<file path="src/rtl/pool_pkg.sv">
// Shared types and constants for the 2x2 max-pool window sequencer.
package pool_pkg;

  typedef enum logic [1:0] {
    IDLE  = 2'd0,
    RUN   = 2'd1,
    DRAIN = 2'd2,
    DONE  = 2'd3
  } state_t;

  localparam int WIN_TL = 0;
  localparam int WIN_TR = 1;
  localparam int WIN_BL = 2;
  localparam int WIN_BR = 3;
  localparam int POOL_K = 2;

endpackage

</file>
<file path="src/rtl/pool_out_fifo.sv">
// Synchronous first-word-fall-through FIFO with occupancy count and a synchronous clear.
module pool_out_fifo #(
  parameter int W     = 9,
  parameter int DEPTH = 8,
  localparam int PW   = $clog2(DEPTH),
  localparam int CW   = $clog2(DEPTH + 1)
) (
  input  logic          clk,
  input  logic          rst_n,
  input  logic          i_clr,
  input  logic          i_push,
  input  logic [W-1:0]  i_data,
  input  logic          i_pop,
  output logic          o_valid,
  output logic [W-1:0]  o_data,
  output logic [CW-1:0] o_count
);

  logic [W-1:0]  r_mem [DEPTH];
  logic [PW-1:0] r_wr;
  logic [PW-1:0] r_rd;
  logic [CW-1:0] r_count;
  logic          w_pop;
  logic          w_push;

  function automatic logic [PW-1:0] ptr_inc(input logic [PW-1:0] p);
    return (p == PW'(DEPTH - 1)) ? '0 : p + PW'(1);
  endfunction

  // A push into a full FIFO is only taken alongside a pop of the head.
  assign w_pop  = i_pop & (r_count != '0);
  assign w_push = i_push & ((r_count != CW'(DEPTH)) | w_pop);

  // Storage, pointers and count.
  always_ff @(posedge clk or negedge rst_n) begin
    if (!rst_n) begin
      r_wr    <= '0;
      r_rd    <= '0;
      r_count <= '0;
      for (int i = 0; i < DEPTH; i++) begin
        r_mem[i] <= '0;
      end
    end else if (i_clr) begin
      r_wr    <= '0;
      r_rd    <= '0;
      r_count <= '0;
    end else begin
      if (w_push) begin
        r_mem[r_wr] <= i_data;
        r_wr        <= ptr_inc(r_wr);
      end
      if (w_pop) begin
        r_rd <= ptr_inc(r_rd);
      end
      r_count <= r_count + CW'(w_push) - CW'(w_pop);
    end
  end

  assign o_valid = (r_count != '0);
  assign o_data  = r_mem[r_rd];
  assign o_count = r_count;

endmodule

</file>
<file path="src/rtl/pool_window_sequencer.sv">
// 2x2 max-pool window sequencer: line buffer, latency-tracking valid pipe, credit-gated input.
// Define POOL_SEQ_STATS_EN to add the o_stall_cycles / o_frame_count statistics ports.
module pool_window_sequencer
  import pool_pkg::*;
#(
  parameter int DATA_W      = 8,
  parameter int IFM_W       = 28,
  parameter int IFM_H       = 28,
  parameter int POOL_LAT    = 4,
  parameter int OFIFO_DEPTH = 8
) (
  input  logic                clk,
  input  logic                rst_n,
  input  logic                i_start,
  input  logic                i_in_valid,
  output logic                o_in_ready,
  input  logic [DATA_W-1:0]   i_in_data,
  output logic                o_win_valid,
  output logic [4*DATA_W-1:0] o_win_data,
  input  logic [DATA_W-1:0]   i_pool_result,
  output logic                o_out_valid,
  input  logic                i_out_ready,
  output logic [DATA_W-1:0]   o_out_data,
  output logic                o_out_last,
  output logic                o_busy,
  output logic                o_done
`ifdef POOL_SEQ_STATS_EN
  ,
  output logic [31:0]         o_stall_cycles,
  output logic [15:0]         o_frame_count
`endif
);

  localparam int CW         = $clog2(IFM_W);
  localparam int RW         = $clog2(IFM_H);
  localparam int FW         = $clog2(OFIFO_DEPTH + 1);
  localparam int FW1        = FW + 1;
  localparam int LAST_WROW  = (IFM_H / POOL_K) * POOL_K - 1;
  localparam int LAST_WCOL  = (IFM_W / POOL_K) * POOL_K - 1;

  state_t                r_state;
  logic [CW-1:0]         r_col;
  logic [RW-1:0]         r_row;
  logic [FW-1:0]         r_in_flight;
  logic [DATA_W-1:0]     r_linebuf [IFM_W];
  logic [DATA_W-1:0]     r_held;
  logic                  r_win_valid;
  logic                  r_win_last;
  logic [4*DATA_W-1:0]   r_win_data;
  logic [POOL_LAT-1:0]   r_vld;
  logic [POOL_LAT-1:0]   r_lst;
  logic                  r_busy;
  logic                  r_done;

  logic                  w_completing;
  logic                  w_last_win;
  logic                  w_credit;
  logic                  w_accept;
  logic                  w_issue;
  logic                  w_frame_end;
  logic                  w_tail;
  logic                  w_fifo_clr;
  logic [CW-1:0]         w_col_m1;
  logic [FW-1:0]         w_fifo_count;
  logic                  w_fifo_valid;
  logic [DATA_W:0]       w_fifo_data;

  // Trailing odd column/row never completes a window, so those pixels fall through unused.
  assign w_completing = r_row[0] & r_col[0] &
                        (r_row <= RW'(LAST_WROW)) & (r_col <= CW'(LAST_WCOL));
  assign w_last_win   = (r_row == RW'(LAST_WROW)) & (r_col == CW'(LAST_WCOL));
  assign w_credit     = ({1'b0, r_in_flight} + {1'b0, w_fifo_count}) < FW1'(OFIFO_DEPTH);
  assign o_in_ready   = (r_state == RUN) & (~w_completing | w_credit);
  assign w_accept     = i_in_valid & o_in_ready;
  assign w_issue      = w_accept & w_completing;
  assign w_frame_end  = (r_row == RW'(IFM_H - 1)) & (r_col == CW'(IFM_W - 1));
  assign w_tail       = r_vld[POOL_LAT-1];
  assign w_fifo_clr   = (r_state == IDLE) & i_start;
  assign w_col_m1     = r_col - CW'(1);

  // Even rows fill the line buffer; odd-row even-column pixels wait in the held register.
  always_ff @(posedge clk or negedge rst_n) begin
    if (!rst_n) begin
      for (int i = 0; i < IFM_W; i++) begin
        r_linebuf[i] <= '0;
      end
      r_held <= '0;
    end else if (w_accept) begin
      if (!r_row[0]) begin
        r_linebuf[r_col] <= i_in_data;
      end else if (!r_col[0]) begin
        r_held <= i_in_data;
      end
    end
  end

  // Window register and the valid/last pipe that mirrors the datapath latency.
  always_ff @(posedge clk or negedge rst_n) begin
    if (!rst_n) begin
      r_win_valid <= 1'b0;
      r_win_last  <= 1'b0;
      r_win_data  <= '0;
      r_vld       <= '0;
      r_lst       <= '0;
    end else begin
      r_win_valid <= w_issue;
      r_win_last  <= w_issue & w_last_win;
      if (w_issue) begin
        r_win_data[WIN_TL*DATA_W +: DATA_W] <= r_linebuf[w_col_m1];
        r_win_data[WIN_TR*DATA_W +: DATA_W] <= r_linebuf[r_col];
        r_win_data[WIN_BL*DATA_W +: DATA_W] <= r_held;
        r_win_data[WIN_BR*DATA_W +: DATA_W] <= i_in_data;
      end
      r_vld[0] <= r_win_valid;
      r_lst[0] <= r_win_last;
      for (int i = 1; i < POOL_LAT; i++) begin
        r_vld[i] <= r_vld[i-1];
        r_lst[i] <= r_lst[i-1];
      end
    end
  end

  // Frame FSM with raster counters and the in-flight window count.
  always_ff @(posedge clk or negedge rst_n) begin
    if (!rst_n) begin
      r_state     <= IDLE;
      r_col       <= '0;
      r_row       <= '0;
      r_in_flight <= '0;
      r_busy      <= 1'b0;
      r_done      <= 1'b0;
    end else begin
      r_done      <= 1'b0;
      r_in_flight <= r_in_flight + FW'(w_issue) - FW'(w_tail);
      case (r_state)
        IDLE: begin
          if (i_start) begin
            r_state     <= RUN;
            r_busy      <= 1'b1;
            r_col       <= '0;
            r_row       <= '0;
            r_in_flight <= '0;
          end
        end
        RUN: begin
          if (w_accept) begin
            if (w_frame_end) begin
              r_state <= DRAIN;
              r_col   <= '0;
              r_row   <= '0;
            end else if (r_col == CW'(IFM_W - 1)) begin
              r_col <= '0;
              r_row <= r_row + RW'(1);
            end else begin
              r_col <= r_col + CW'(1);
            end
          end
        end
        DRAIN: begin
          if ((r_in_flight == '0) && (w_fifo_count == '0)) begin
            r_state <= DONE;
            r_done  <= 1'b1;
          end
        end
        DONE: begin
          r_state <= IDLE;
          r_busy  <= 1'b0;
        end
        default: begin
          r_state <= IDLE;
          r_busy  <= 1'b0;
        end
      endcase
    end
  end

  pool_out_fifo #(
    .W     (DATA_W + 1),
    .DEPTH (OFIFO_DEPTH)
  ) u_out_fifo (
    .clk     (clk),
    .rst_n   (rst_n),
    .i_clr   (w_fifo_clr),
    .i_push  (w_tail),
    .i_data  ({r_lst[POOL_LAT-1], i_pool_result}),
    .i_pop   (i_out_ready),
    .o_valid (w_fifo_valid),
    .o_data  (w_fifo_data),
    .o_count (w_fifo_count)
  );

  assign o_win_valid = r_win_valid;
  assign o_win_data  = r_win_data;
  assign o_out_valid = w_fifo_valid;
  assign o_out_data  = w_fifo_data[DATA_W-1:0];
  assign o_out_last  = w_fifo_data[DATA_W];
  assign o_busy      = r_busy;
  assign o_done      = r_done;

`ifdef POOL_SEQ_STATS_EN
  logic [31:0] r_stall_cycles;
  logic [15:0] r_frame_count;

  // Input stall counter (per frame) and saturating completed-frame counter.
  always_ff @(posedge clk or negedge rst_n) begin
    if (!rst_n) begin
      r_stall_cycles <= 32'd0;
      r_frame_count  <= 16'd0;
    end else begin
      if (w_fifo_clr) begin
        r_stall_cycles <= 32'd0;
      end else if ((r_state == RUN) && i_in_valid && !o_in_ready) begin
        r_stall_cycles <= r_stall_cycles + 32'd1;
      end
      if (r_done && (r_frame_count != 16'hFFFF)) begin
        r_frame_count <= r_frame_count + 16'd1;
      end
    end
  end

  assign o_stall_cycles = r_stall_cycles;
  assign o_frame_count  = r_frame_count;
`endif

endmodule
</file>
<file path="config.mk">
export PLATFORM = sky130hd
export DESIGN_NAME = pool_window_sequencer
export DESIGN_NICKNAME = d
export VERILOG_FILES = /design/src/rtl/pool_pkg.sv /design/src/rtl/pool_out_fifo.sv /design/src/rtl/pool_window_sequencer.sv
export SDC_FILE = /design/constraint.sdc
export NUM_CORES = 1
export LEC_CHECK = 0
export BUFFER_PORTS_ARGS = -buffer_cell sky130_fd_sc_hd__buf_2
export CAP_MARGIN = 20
export CORE_UTILIZATION = 50
export DETAILED_ROUTE_END_ITERATION = 16
export PLACE_DENSITY = 0.68
export SLEW_MARGIN = 20
export SYNTH_ARGS = -nofsm -noshare
export SYNTH_HDL_FRONTEND = slang
export SYNTH_SLANG_ARGS = --single-unit
</file>
<file path="constraint.sdc">
create_clock -name clk -period 3.9 [get_ports clk]
set_input_delay 0.195 -clock clk [delete_from_list [all_inputs] [get_ports clk]]
set_output_delay 0.195 -clock clk [all_outputs]
set_load 0.02 [all_outputs]
</file>
==> run metrics, run 1 <==
Max Buffers Root-to-Sink=3; Seq/Total Area, Yosys=49.0%; H-tree levels=2; first-pass GRT wire length=approximately 75000 um; fin crit share=76.3%; minimum clock period=~3.0 ns; HP Start=i_start; critical path class=reg -> reg; filler cell count=3067; Final Hold Viols=0; clk_lat worst skew=0.56 ns; # hold bufs at CTS=10; Crit. End Element=flop; max-slew violation count=0; layout cells sized above 1=42.5%; pwr/cell area=691 nW/um2; initial antenna violation count=1; Layout area overhead=11.9%; slew at the pin closest to its max-slew limit=just under 1 ns; max_cap viols=0; reg2reg start=r_col[0]$_DFFE_PN0P_; Synth area leader=dfrtp_1; CTS tree=built; num rows=approximately 70; Mapped Avg Cell Area=14.0 um2; Hold WC Path Type=in -> reg; Pre-antenna DRT Iters=5; final hold slack=0.0487 ns; top cells by area, synth=dfrtp_1 49%, mux2_2 18%, mux4_2 13%, mux2i_1 2.8%, ha_1 1.8%; Reg clk slew, reported paths=0.06 ns; DR iter-0 viols=approximately 740; top cell type's share of synthesized area=49.0%; Post-Route WL=47700 um; vias post-DR=11971; #FFs+latches synth=374; Post-CTS Repair Setup Buffers=0; Worst Path Max Fanout=34; Root Driver=clkbuf_16; drt via density=6.11; DPL Wire Length=31900 um; Achievable Freq=0.336 GHz; Post-synth EDFFs=0; clk sink count=374; die span in y=197 um; Lkg Pwr=slightly below 10 nW; vias in the first global route=12507; Routed wire per std cell=around 24 um; Synth Instances=1361; Worst Path Arrival=~3.4 ns; Starting Density=between 50 and 60%; VDD IR-drop max=0.457 mV; largest net degree at the start of global routing=115; Startpoint Class=flop; core footprint=37700 um2; Residual DRC=0; slew margin rel.=between 30 and 40%; I/O pin count=67; CP Launch Point=r_col[0]$_DFFE_PN0P_; status=complete, no violations; post-layout util=56.7%; worst endpoint required time=4.33 ns; Remaining Overflow, GRT=0; predominant post-synthesis flop cell=dfrtp_1; input/output buffers=66; unrepaired setup endpoints after global routing=no; Routed Antenna Nets=0; Die Width=197 um; Post-Route Setup TNS=0 ns; setup violators final=0; clk_skew=0.0237 ns; Tot GR Track Use=25.7%; Yosys cell types=68; Synth Warn #=0; register area=9370 um2; post-CTS sizing=0; Mapped Area=~19000 um2; die area=39000 um2; Post-layout nets=1465; asr flop ratio synth=between 90% and 100%; routability cong.=around 0.9; TritonCTS buffer count=between 40 and 50; Post-Syn Nets=1412; footprint of the multi-input gates=9240 um2
path summary, 6_finish.rpt:
kind | end | slack [ns] | cells after the start
max | o_win_data[0]$_DFFE_PN0P_ | 0.92 | 7
min | o_busy$_DFFE_PN0P_ | 0.05 | 4
max reg2reg | o_win_data[0]$_DFFE_PN0P_ | 0.92 | 7
min reg2reg | r_lst[3]$_DFF_PN0_ | 0.35 | 0
max in group asynchronous | r_linebuf[164]$_DFFE_PN0P_ | 2.46 | 3
min in group asynchronous | u_out_fifo.r_mem[33]$_DFFE_PN0P_ | 0.29 | 2
metal layers:
layer | GRT usage (%) | part of all wire (%) | up-vias
met5 | 1.15 | 0.11 | -
met4 | 11.6 | 4.4 | 2
met3 | 5.40 | 6.4 | 127
met2 | 39.3 | 46 | 390
met1 | 35.1 | 43 | 6235
li1 | - | - | 5217
layout by cell type (no fill, tap or decap), types with 5 or more instances in the layout:
cell and count:
a21oi_1 16, o32a_1 8, nor3_1 6, mux2_2 300, and2_1 5, buf_4 18, buf_2 65, clkinv_2 10
nor2_1 36, a22o_1 5, dlygate4sd3_1 10, o22ai_1 14, clkbuf_1 7, ha_1 27, dfrtp_1 372, clkbuf_16 41
a21o_1 10, nor2_2 17, clkbuf_8 8, nand3_1 32, nor2b_1 10, or3_1 5, mux2_1 20, nand2_1 91
inv_1 24, a22oi_1 17, mux2i_1 54, mux4_2 114
critical path, stage by stage (launching register included):
cell     delay, ns
dfrtp_4       0.71
inv_2         0.18
ha_2          0.37
buf_4         0.43
mux4_2        0.39
mux2i_1       0.26
o22ai_1       0.14
o32a_1        0.38
synthesized netlist by cell type (3+ instances only):
master and number:
nor2_4 4, a21o_1 10, mux2i_1 54, a22oi_1 17
or3_1 5, xnor2_1 3, buf_1 7, nor3_2 3
buf_2 28, nand4_1 3, and3_1 3, o32ai_2 3
inv_2 4, nor2b_1 10, a221oi_1 3, mux2_1 20
dfrtp_1 374, a22o_1 5, nor3b_1 3, nor3_1 6
nor2_2 17, a41oi_1 3, a21oi_1 16, o32a_1 8
o21ai_1 3, and2_1 5, ha_1 28, nor2_1 36
xor2_1 3, mux4_2 114, mux2_2 300, inv_1 24
nand2b_1 4, nand2_1 91, buf_4 12, clkbuf_1 41
o21ai_0 4, nand3_1 32, o22ai_1 14, a31oi_1 3
final cells by class:
| type | count | area share, % |
|---|---|---|
| inverter | 28 | 0.492 |
| sequential | 374 | 43.8 |
| clock buffer | 56 | 5.44 |
| multi-input combinational | 871 | 43.2 |
| timing repair buffer | 98 | 3.07 |
| clock inverter | 18 | 0.948 |
| tap | 511 | 2.99 |
| antenna | 2 | 0.0234 |
logic make-up after synthesis:
kind of cell,synth area share (%)
compound gates,4.39
flops,49.0
simple gates,6.36
fa+ha+maj,2.04
xor+xnor,0.360
buf+inv,2.70
mux,35.1
sequential cells by signal, indices dropped and copies added, names as in the netlist, 4 cells and up:
register and flops:
r_linebuf 224, u_out_fifo.r_mem 72, o_win_data 32, r_held 8
r_col 5, r_row 5, r_in_flight 4, r_lst 4
r_vld 4, u_out_fifo.o_count 4
power by group:
group / internal, mW / total, mW / switching [mW]
sequential: 4.90 / 5.90 / 1.00
clock: 2.35 / 3.93 / 1.57
combinational: 2.56 / 4.95 / 2.38
through the flow:
step	power, mW	worst slack (ns)	cells	instance area (um2)
floorplan	9.41	0.819	1361	19100
global placement	10.8	0.924	1872	19900
detailed placement	10.9	0.904	1872	19900
CTS	14.9	0.883	1956	21400
global route	15.5	0.808	1956	21400
finish	14.8	0.922	1958	21400
(Power assumes the default switching activity.)
==> run 2: changes to the inputs <==
- PLACE_DENSITY: 0.68 -> 0.7
- clock period: 3.9 -> 2.4 ns (I/O delays scaled with it)
==> run 2 against run 1 <==
  * The run now ends with negative setup slack left
  * Non-clock buffer count rose by 92
  * Clock power rose by 55%
  * Maximum frequency rose by 14%
  * Sequential power rose by 58%
  * Via count rose by 3.0%
  * Routed wire length fell by 0.54%
  * Combinational power rose by 93%
  * Global-route usage fell by 0.70 points
  * Die area did not move
  * Count of clock-buffer cells in the layout rose by 6
  * Critical path type unchanged
==> run metrics, run 2 (synthesis gave the netlist of run 1 again) <==
most common cell after layout, fill and taps aside=dfrtp_1; cell total after placement=1957; TritonCTS buffer count=40; max_cap viols=0; worst r2r dst=r_row[4]$_DFFE_PN0P_; input/output buffers=66; VDD IR-drop max=0.659 mV; Achievable Freq=between 0.3 and 0.4 GHz; flip-flop count of the largest register after layout=224; fin crit share=109%; drt via density=6.03; max-slew violation count=0; Routed Antenna Nets=0; Crit. End Element=flop; final hold slack=0.0474 ns; violated checks=negative setup slack; critical path class=reg -> reg; Worst Reg-to-Reg Cells=8; CTS tree=built; first-pass GRT wire length=74100 um; Layout area overhead=17.5%; Worst Path Max Fanout=4; Worst Path Arrival=3.05 ns; Worst path top cell family by delay=compound AO/OA/AOI/OAI gates; Hold WC Path Type=in -> reg; Residual DRC=0; clk_lat worst skew=0.54 ns; vias post-DR=around 12000; routability cong.=between 0.8 and 0.9; Final Hold Viols=0; H-tree levels=2; reg-to-reg setup timing slack=-0.21 ns; CP Buf/Inv Count=2; core footprint=37700 um2; reg2reg start=r_in_flight[2]$_DFF_PN0_; Post-Route WL=47500 um; Routed wire per std cell=23.2 um; pwr/cell area=1110 nW/um2; Root Driver=clkbuf_16; slew margin rel.=50.1%; Max stage delay on crit path=0.58 ns; Startpoint Class=flop; DPL Wire Length=between 30000 and 40000 um; Post-layout nets=1556; Non-Filler Instances=2045; clk sink count=374; Remaining Overflow, GRT=0; Max Buffers Root-to-Sink=3; dpl ws=-0.192 ns; post-layout util=59.6%; crit-path most repeated cell=buf_4; ordered list of cells on the worst path=ha_1 -> a2111o_1 -> buf_4 -> buf_4 -> o21ai_2 -> o41ai_1 -> or4b_4 -> o32ai_2; Lkg Pwr=10.5 nW; die span in y=197 um; worst endpoint required time=2.84 ns; slew at the pin closest to its max-slew limit=between 0.7 and 0.8 ns; Tot GR Track Use=25.0%; I/O pin count=67; initial antenna violation count=1; die area=around 39000 um2; Diodes inserted=0; setup violators final=9; Hold Path Cell Cnt=5; DR iter-0 viols=743; final instance area=22400 um2; worst setup margin=-0.211 ns; status=complete, but fails checks; CP max-delay cell=or4b_4; Die Width=197 um; Reg clk slew, reported paths=about 0.06 ns; clk_skew=approximately 0.008 ns; HP Start=i_in_valid; hold endpoint=r_col[0]$_DFFE_PN0P_; minimum clock period=2.61 ns; largest net degree at the start of global routing=89; commonest cells after routing, fill and taps aside=371 x dfrtp_1, 300 x mux2_2, 114 x mux4_2; Pre-antenna DRT Iters=5; Reg with most FFs=r_linebuf; layout cells sized above 1=a little under half; cell area after placement=between 20000 and 25000 um2; Starting Density=50.7%; unrepaired setup endpoints after global routing=yes; num rows=71; vias in the first global route=roughly 13000
==> run 2: cell types whose count changed in the layout (fill, tap and decap cells not counted), sizes merged <==
| cell | before | now |
|---|---|---|
| dlygate4sd3 | 10 | 11 |
| buf | 88 | 178 |
| bufinv | 4 | 1 |
| clkinv | 10 | 5 |
| clkbuf | 56 | 63 |
| diode | 2 | 0 |
| clkinvlp | 2 | 1 |
==> run 2: timing repair <==
item,in CTS,in global routing
pin swaps,11,9
gates cloned,0,1
setup endpoints to repair,22,122
setup buffers,2,3
endpoints found under the hold margin,416,0
resized for setup,6,15
hold buffers,11,0
==> run 2: layout make-up <==
class,instances,area (um2)
clock buffers,62,1210
clock inverters,9,80.1
fillers,2959,15200
inverters,28,113
multi-input cells,871,9340
flip-flops and latches,374,9370
well taps,511,639
repair buffers,190,1690
==> run 2: worst max-delay path by stage <==
| stage | from | depth (start not counted) | slack (ns) | to |
|---|---|---|---|---|
| after floorplan | u_out_fifo.o_count[2]$_DFF_PN0_ | 12 | -0.45 | r_in_flight[1]$_DFF_PN0_ |
| after global placement | u_out_fifo.o_count[2]$_DFF_PN0_ | 10 | -0.14 | r_in_flight[1]$_DFF_PN0_ |
| after detailed placement | u_out_fifo.o_count[2]$_DFF_PN0_ | 11 | -0.19 | r_in_flight[2]$_DFF_PN0_ |
| after CTS | r_in_flight[2]$_DFF_PN0_ | 10 | -0.19 | r_in_flight[1]$_DFF_PN0_ |
| after global routing | r_in_flight[2]$_DFF_PN0_ | 8 | -0.27 | o_in_ready |
| final | r_in_flight[2]$_DFF_PN0_ | 8 | -0.21 | r_row[4]$_DFFE_PN0P_ |
==> run 2: worst reg2reg max path, delay by kind of cell (launching register included) <==
family | cells | cell delay, ns
AO/OA/AOI/OAI | 4 | 0.97
flip-flops | 1 | 0.38
buffers and inverters | 2 | 0.27
AND/OR/NAND/NOR | 1 | 0.58
adder cells (fa/ha/maj) | 1 | 0.32
==> run 2: stage by stage <==
stage,setup TNS [ns],power (mW)
after floorplan,-1.71,15.5
after global placement,-0.366,18.5
final,-1.25,24.9
after CTS,-0.835,25.0
after detailed placement,-0.650,18.8
after global routing,-2.81,26.2
==> run 2: power by group <==
| group | switching [mW] | internal (mW) | leakage, nW | total, mW |
|---|---|---|---|---|
| Clock | 2.51 | 3.59 | 0.639 | 6.10 |
| Combinational | 4.46 | 5.08 | 4.82 | 9.54 |
| Sequential | 1.34 | 7.97 | 5.01 | 9.31 |
==> run 2: per-layer routing <==
layer	vias to the layer above	GRT usage, %	routed length (um)
met5	-	0	13
met4	2	9.27	1550
met3	87	3.53	2250
met2	329	39.8	22600
met1	6512	34.9	21000
li1	5396	-	-
==> run 3: changes to the inputs <==
- PLACE_DENSITY: 0.7 -> 0.68
- clock period: 2.4 -> 2.9 ns (I/O delays scaled with it)
==> run 3 against run 2 <==
  * Final cell count down 2.9%
  * The run now ends clean
  * Worst setup slack better by 0.43 ns
  * Clock skew up 0.0044 ns
  * Critical endpoint is now r_in_flight[1]$_DFF_PN0_
  * First-iteration DRC count down 0.81%
  * Routed wire length down 1.0%
  * Register-to-register slack better by 0.43 ns
  * Combinational power down 26%
  * Largest cell class unchanged
==> run metrics, run 3 (synthesis gave the netlist of run 1 again) <==
Die Width=197 um; net switching power=6.71 mW; clk_skew=0.0124 ns; CP max-delay cell=fa_2; final instance area=21700 um2; Worst Path Max Fanout=5; Lkg Pwr=10.1 nW; cell area after placement=between 20000 and 25000 um2; slew margin rel.=39.2%; routability cong.=0.889; internal power=13.3 mW; Layout area overhead=13.8%; ordered list of cells on the worst path=ha_2 -> a2111o_1 -> nor3_1 -> nand4_1 -> ha_4 -> inv_2 -> ha_4 -> inv_2 -> fa_2 -> nor2_1; Diodes inserted=0; Final Hold Viols=0; max_cap viols=0; initial antenna violation count=0; Pre-antenna DRT Iters=6; Post-Route WL=around 47000 um; die area=39000 um2; DR iter-0 viols=737; critical path class=reg -> reg; fin crit share=between 90 and 100%; Tot GR Track Use=approximately a quarter; clock share of power=26.2%; Startpoint Class=flop; Max Buffers Root-to-Sink=3; H-tree levels=2; minimum clock period=~2.7 ns; TritonCTS buffer count=41; Max stage delay on crit path=0.51 ns; Routed Antenna Nets=0; Residual DRC=0; I/O pin count=67; footprint of the multi-input gates=9270 um2; Final Power=20.1 mW; flip-flop count of the largest register after layout=~220; Hold WC Path Type=in -> reg; commonest cells after routing, fill and taps aside=372 x dfrtp_1, 300 x mux2_2, 114 x mux4_2; vias in the first global route=12447; Remaining Overflow, GRT=0; combinational power share=35.2%; CTS tree=built; slew at the pin closest to its max-slew limit=0.913 ns; post-layout util=57.7%; clk sink count=374; setup violators final=0; filler cell count=between 3000 and 4000; Starting Density=50.7%; Routed wire per std cell=23.7 um; Post-layout nets=1495; first-pass GRT wire length=73900 um; vias post-DR=12067; worst endpoint required time=~3.3 ns; DPL Wire Length=31500 um; share of power burned in registers=38.6%; unrepaired setup endpoints after global routing=no; Post-Route Setup TNS=0 ns; Net Sw Frac=33.5%; num rows=71; core footprint=between 30000 and 40000 um2; VDD IR-drop max=0.485 mV; clk_lat worst skew=0.55 ns; worst setup margin=0.214 ns; drt via density=about 6.1; Reg clk slew, reported paths=0.06 ns; status=complete, no violations; Crit. End Element=flop; Reg with most FFs=r_linebuf; input/output buffers=66; layout cells sized above 1=44.0%; max-slew violation count=0; dpl ws=around 0.22 ns; register area=9370 um2; pwr/cell area=923 nW/um2; most common cell after layout, fill and taps aside=dfrtp_1; largest net degree at the start of global routing=101; Achievable Freq=0.372 GHz; Worst Path Arrival=approximately 3.1 ns; Root Driver=clkbuf_16; die span in y=197 um
## run 3: changes by cell type in the layout (fill, tap and decap cells not counted), moves of 2 or more
| cell | delta |
|---|---|
| inv_1 | +2 |
| ha_4 | -2 |
| inv_6 | -2 |
| buf_4 | -44 |
| nand2_1 | +4 |
| nand2_2 | -4 |
| bufinv_16 | +2 |
| clkinv_8 | +2 |
| clkinv_2 | +5 |
| clkbuf_1 | -3 |
| buf_12 | -17 |
## run 3: metrics by stage
stage               cells  hold slack (ns)
floorplan            1361           -0.151
global placement     1901            0.249
detailed placement   1901            0.258
CTS                  1986           0.0241
global route         1986           0.0619
finish               1986           0.0596
## run 3: path summary, 6_finish.rpt
path / start / endpoint / slack (ns) / depth (start not counted)
max: r_in_flight[1]$_DFF_PN0_ / r_in_flight[1]$_DFF_PN0_ / 0.21 / 10
min: i_in_valid / r_col[0]$_DFFE_PN0P_ / 0.06 / 5
max reg2reg: r_in_flight[1]$_DFF_PN0_ / r_in_flight[1]$_DFF_PN0_ / 0.21 / 10
min reg2reg: r_lst[0]$_DFF_PN0_ / r_lst[1]$_DFF_PN0_ / 0.35 / 0
max in group asynchronous: rst_n / r_linebuf[147]$_DFFE_PN0P_ / 1.77 / 3
min in group asynchronous: rst_n / u_out_fifo.r_mem[27]$_DFFE_PN0P_ / 0.22 / 2
## run 3: power by group through the flow
stage,sequential [mW],combinational (mW),clock (mW)
after floorplan,7.39,5.29,0
after global placement,7.71,6.92,0
after detailed placement,7.80,7.02,0
after CTS,7.72,7.09,5.37
after global routing,7.92,7.55,5.59
final,7.74,7.05,5.26
## run 3: final cells by class
| type | instances | share of cell area, % |
|---|---|---|
| Clock buffer | 58 | 5.48 |
| Tap cell | 511 | 2.94 |
| Timing Repair Buffer | 128 | 4.53 |
| Multi-Input combinational cell | 871 | 42.6 |
| Sequential cell | 374 | 43.1 |
| Inverter | 28 | 0.484 |
| Clock inverter | 16 | 0.835 |
## run 3: critical path: cells and delay by family (launching register included)
family / cells / cell delay, ns
adders and majority gates: 4 / 1.14
AOI/OAI and AO/OA: 1 / 0.44
DFF: 1 / 0.46
and+or+nand+nor: 3 / 0.43
buffers and inverters: 2 / 0.10
## run 3: metal layers
| layer | up-vias | routed length [um] | GRT usage [%] |
|---|---|---|---|
| met3 | 81 | 2400 | 4.11 |
| met2 | 312 | 22400 | 39.5 |
| met5 | - | 46 | 0.894 |
| met4 | 2 | 1440 | 9.16 |
| met1 | 6399 | 20700 | 35.3 |
| li1 | 5273 | - | - |
## run 3: repair_timing
action / in CTS / in global routing
resized for setup: 0 / 0
hold buffers: 11 / 0
setup buffers: 0 / 0
hold endpoints to repair: 161 / 0
